$ cat src/rtl/wb_rstctl_pkg.sv
// wb_rstctl_pkg: shared state encoding, reset-cause codes and counter sizing for the reset controller
package wb_rstctl_pkg;

    typedef enum logic [2:0] {
        ST_ASYNC,
        ST_STRETCH,
        ST_HOLD,
        ST_SWRST,
        ST_RUN
    } state_t;

    localparam logic [1:0] CAUSE_NONE = 2'b00;
    localparam logic [1:0] CAUSE_POR  = 2'b01;
    localparam logic [1:0] CAUSE_SYNC = 2'b10;
    localparam logic [1:0] CAUSE_SW   = 2'b11;

    // Width of a down-counter whose largest load value is max(a,b)-1, never below 1 bit
    function automatic int cnt_width(input int a, input int b);
        int m;
        m = (a > b) ? a : b;
        return (m > 2) ? $clog2(m) : 1;
    endfunction

endpackage

$ cat src/rtl/wb_rst_sync.sv
// wb_rst_sync: async-set / sync-clear reset synchronizer chain
module wb_rst_sync #(
    parameter int STAGES = 2
) (
    input  logic clk_i,
    input  logic rst_i,
    output logic rst_o,
    output logic fall_o
);

    logic [STAGES-1:0] chain_q;

    // Set every stage at once on reset; shift zeros toward the output stage afterwards
    always_ff @(posedge clk_i or posedge rst_i) begin
        if (rst_i) chain_q <= '1;
        else       chain_q <= {chain_q[STAGES-2:0], 1'b0};
    end

    assign rst_o  = chain_q[STAGES-1];
    // High during the cycle whose closing edge drops rst_o
    assign fall_o = chain_q[STAGES-1] & ~chain_q[STAGES-2];

endmodule

$ cat src/rtl/wb_rstctl.sv
// wb_rstctl: Wishbone SYSCON reset controller producing synchronized, stretched and software resets
module wb_rstctl
    import wb_rstctl_pkg::*;
#(
    parameter int SYNC_STAGES  = 2,
    parameter int POR_CYCLES   = 4,
    parameter int SWRST_CYCLES = 4
) (
    input  logic       clk_i,
    input  logic       async_rst_i,
    input  logic       sync_rst_i,
    input  logic       swrst_req_i,
    output logic       swrst_ack_o,
    output logic       async_rst_o,
    output logic       sync_rst_o,
    output logic       rst_done_o,
    output logic [1:0] rst_cause_o
);

    localparam int CW = cnt_width(POR_CYCLES, SWRST_CYCLES);
    localparam logic [CW-1:0] POR_LOAD = CW'(POR_CYCLES - 1);
    localparam logic [CW-1:0] SW_LOAD  = CW'(SWRST_CYCLES - 1);

    logic          sync_fall;
    state_t        state_q, state_d;
    logic [CW-1:0] cnt_q, cnt_d;
    logic [1:0]    cause_q, cause_d;
    logic          ack_q, ack_d;
    logic          sync_rst_q, done_q;

    wb_rst_sync #(.STAGES(SYNC_STAGES)) u_sync (
        .clk_i  (clk_i),
        .rst_i  (async_rst_i),
        .rst_o  (async_rst_o),
        .fall_o (sync_fall)
    );

    // Next-state logic; sync_rst_i outranks swrst_req_i, and requests outside RUN are dropped
    always_comb begin
        state_d = state_q;
        cnt_d   = cnt_q;
        cause_d = cause_q;
        ack_d   = 1'b0;
        case (state_q)
            ST_ASYNC: begin
                if (sync_fall) begin
                    state_d = ST_STRETCH;
                    cnt_d   = POR_LOAD;
                end
            end
            ST_STRETCH, ST_SWRST: begin
                if (sync_rst_i) begin
                    state_d = ST_HOLD;
                    cause_d = CAUSE_SYNC;
                end else if (cnt_q == '0) begin
                    state_d = ST_RUN;
                end else begin
                    cnt_d = cnt_q - CW'(1);
                end
            end
            ST_HOLD: begin
                if (!sync_rst_i) begin
                    state_d = ST_STRETCH;
                    cnt_d   = POR_LOAD;
                end
            end
            ST_RUN: begin
                if (sync_rst_i) begin
                    state_d = ST_HOLD;
                    cause_d = CAUSE_SYNC;
                end else if (swrst_req_i) begin
                    state_d = ST_SWRST;
                    cnt_d   = SW_LOAD;
                    cause_d = CAUSE_SW;
                    ack_d   = 1'b1;
                end
            end
            default: state_d = ST_ASYNC;
        endcase
    end

    // State and registered outputs; raw async reset forces the power-on state immediately
    always_ff @(posedge clk_i or posedge async_rst_i) begin
        if (async_rst_i) begin
            state_q    <= ST_ASYNC;
            cnt_q      <= '0;
            cause_q    <= CAUSE_POR;
            ack_q      <= 1'b0;
            sync_rst_q <= 1'b1;
            done_q     <= 1'b0;
        end else begin
            state_q    <= state_d;
            cnt_q      <= cnt_d;
            cause_q    <= cause_d;
            ack_q      <= ack_d;
            sync_rst_q <= (state_d != ST_RUN);
            done_q     <= (state_d == ST_RUN);
        end
    end

    assign swrst_ack_o = ack_q;
    assign sync_rst_o  = sync_rst_q;
    assign rst_done_o  = done_q;
    assign rst_cause_o = cause_q;

endmodule

$ cat config.mk
export PLATFORM = sky130hd
export DESIGN_NAME = wb_rstctl
export DESIGN_NICKNAME = d
export VERILOG_FILES = /design/src/rtl/wb_rstctl_pkg.sv /design/src/rtl/wb_rst_sync.sv /design/src/rtl/wb_rstctl.sv
export SDC_FILE = /design/constraint.sdc
export NUM_CORES = 1
export LEC_CHECK = 0
export CORE_AREA = 2 2 39 41
export DETAILED_ROUTE_END_ITERATION = 10
export DIE_AREA = 0 0 41 43
export MAX_ROUTING_LAYER = met4
export PLACE_DENSITY = 0.69
export SLEW_MARGIN = 20
export SYNTH_ARGS = -nofsm -noshare
export SYNTH_HDL_FRONTEND = slang
export SYNTH_SLANG_ARGS = --single-unit
$ cat constraint.sdc
create_clock -name clk_i -period 2.35 [get_ports clk_i]
set_input_delay 0.47 -clock clk_i [delete_from_list [all_inputs] [get_ports clk_i]]
set_output_delay 0.47 -clock clk_i [all_outputs]
set_load 0.01 [all_outputs]
==> key figures <==
Place
  – DP Area: 631.9 um^2
  – DP Worst Slack: around 0.46 ns
  – RD Place Congestion: 0.8370
  – Dpl hpwl: between 600 and 700 um
  – Inst Count DP: 74
  – I/O Buffers: 9

Timing
  – Final setup viols: 0
  – Unrepaired setup endpoints after global routing: false
  – Max Clk Rate: about 550 MHz
  – Clock Skews: between 0.006 and 0.007 ns
  – Setup tns final: 0 ns
  – Crit path time final: around 1.8 ns
  – Fin crit share: 0.7711
  – Final WS setup: around 0.54 ns
  – Pins Over Slew Limit: 0
  – Fin. Hold Viols: 0

Routing
  – Routed wire per std cell: 11.72 um
  – WL met3: 56 um
  – Met2 WL: 389 um
  – Post-route DRC: 0
  – Top Metal Used: met4
  – Initial DRC Count: 8
  – Via Count: ~400
  – First drt pass iteration count: 4
  – Total Wirelength: 914 um
  – Metal1 wirelength: 424 um
  – Vias per inst: 5.090
  – Routed Antenna Nets: 0

Hold path
  – Depth of the worst hold-timing path: 0
  – Hold crit path type: register to register

Logic synthesis
  – Most frequent cell after synthesis: dfrtp_1
  – Warnings, synthesis: 0
  – Synthesized flop and latch total: 12
  – Most instantiated cells after synthesis: dfrtp_1, nor2_1, a21oi_1, dfstp_2, nand2_1
  – Synth cell types: 26
  – Number of enable flip-flop cells after synthesis: 0
  – Ys flop type: dfrtp_1
  – Mapped Nets: 56
  – Top post-synthesis cells by area: dfrtp_1, dfstp_2, a21oi_1, nor2_1, o21ai_0
  – Async set-or-reset flop fraction in the synthesized netlist: 1.000
  – Top cell type by total area after synthesis: dfrtp_1
  – Syn Inst Count: slightly above 50
  – Share of the synthesized area in the top cell type: 0.3704
  – Register area share after synthesis: 0.5648
  – Post-Syn Area: 540.5 um^2
  – Avg Cell Area, Syn: 10.60 um^2

Floorplan
  – Top-Level Pins: 10
  – Core Box Area: approximately 1400 um^2
  – Die width: 41 um
  – Die height: 43 um
  – Die Area: 1763 um^2
  – Row cnt: 14
  – Starting Density: 0.3906

Global routing
  – Gr ovfl total: 0
  – GRT Util Overall: 0.1347
  – Largest net degree at the start of global routing: 13
  – Initial antenna violation count: 0
  – Vias in the first global route: roughly 340
  – First-pass GRT wire length: 1.442 mm

Power
  – Max rail drop VDD: 0.0003463 V
  – Leakage power: about 0.28 nW
  – Power per cell area: 891.9 nW/um^2

Flow run
  – Maxcap violations: 0

Clock tree
  – CTS Hold Bufs: 0
  – CTS sink cnt: 12
  – TritonCTS clock tree: done
  – Clk_lat worst skew: 0.28 ns
  – Post-CTS setup buffer count: 0
  – H-tree depth: 1
  – CTS clock-pin slew for the worst setup and hold paths: 0.07 ns
  – Clk buf depth: 2
  – Resized Gates After CTS: 0
  – CTS Buf Count: 3
  – Clock root cell: clkbuf_4

Layout
  – Non-Filler Instances: 78
  – Multi-input gate area: 201.4 um^2
  – Reg area: 305.3 um^2
  – Utilization after layout: 0.4756
  – Fin area: 658.1 um^2
  – Filler instances: roughly 130
  – Ratio of cells with drive above 1 in the final layout: 0.1935
  – P&R area growth vs syn: 21.76%
  – Net count, final: 68
  – ANT cells: 0

Setup path
  – Crit path max-delay family: flip-flops
  – Critical Path AT: 1.34 ns
  – CP Class: register to output port
  – Crit. End Element: output port
  – CP startpoint kind: register
  – Worst reg-to-reg setup slack: between 0.9 and 1 ns
  – Max FO, Critical Path: 3
  – Reg2Reg Depth: 6
  – Worst-path cell chain: clkdlybuf4s50_1
  – CP bufs+invs: 1
  – Critical path's slowest cell: dfstp_2
  – Worst path depth: 1
  – Slowest cell delay on critical path: 0.54 ns
  – Worst EP required: ~1.9 ns

Status
  – Outcome: finished clean
## metrics by stage
step | total power, mW | hold slack (ns)
floorplan | 0.4114 | 0.3318
global placement | 0.4493 | 0.3563
detailed placement | 0.4541 | 0.3595
CTS | 0.5918 | 0.3698
global route | 0.6277 | 0.3774
finish | 0.5870 | 0.3690
## path summary, 6_finish.rpt
check                                            startpoint                           to
worst min-delay path            u_sync.chain_q[0]$_DFF_PP1_  u_sync.chain_q[1]$_DFF_PP1_
worst max-delay path             rst_cause_o[0]$_DFFE_PP1P_               rst_cause_o[0]
worst max register to register         cnt_q[0]$_DFFE_PP0P_         cnt_q[0]$_DFFE_PP0P_
min in group asynchronous                       async_rst_i   rst_cause_o[1]$_DFFE_PP0P_
max in group asynchronous                       async_rst_i   rst_cause_o[0]$_DFFE_PP1P_
worst min register to register  u_sync.chain_q[0]$_DFF_PP1_  u_sync.chain_q[1]$_DFF_PP1_
## per-layer routing
layer | vias up | global-route usage
met5 | - | -
li1 | 193 | -
met1 | 183 | 0.1785
met4 | 0 | 0.1200
met2 | 16 | 0.1625
met3 | 5 | 0.03141
## cells in the final DEF, fill, tap and decap left out, drive strengths merged, types with 2 or more instances in the layout
cell type | netlist | final
a21oi | 4 | 4
clkbuf | 0 | 4
clkdlybuf4s50 | 0 | 9
dfrtp | 8 | 8
dfstp | 4 | 4
inv | 4 | 4
nand2 | 4 | 4
nor2 | 6 | 6
nor2b | 2 | 2
o21ai | 3 | 3
## where the power goes
part / leakage, nW / internal (mW) / switching [mW]
Combinational: 0.126 / 0.0792 / 0.0726
Sequential: 0.136 / 0.254 / 0.0451
Clock: 0.0150 / 0.0659 / 0.0703
## area by class of cell
cell class                 count  area share
inverter                       4     0.02281
clock buffer                   4     0.03992
sequential                    12      0.4639
tap                           16     0.03042
timing repair buffer           9      0.1369
multi-input combinational     33      0.3061
## logic make-up after synthesis
kind of cell	count (synthesis)	share of synthesized area
DFF	12	0.5648
buffers and inverters	6	0.06250
muxes	1	0.02546
other	1	0.006938
AOI/OAI and AO/OA	12	0.1343
adders and majority gates	1	0.02314
and+or+nand+nor	18	0.1829
## sequential cells by signal (all words and copies together), names as in the netlist
| register | count |
|---|---|
| u_sync.chain_q | 2 |
| sync_rst_o | 1 |
| rst_cause_o | 2 |
| rst_done_o | 1 |
| cnt_q | 2 |
| swrst_ack_o | 1 |
| state_q | 3 |
Power figures use the tool's default switching activity.
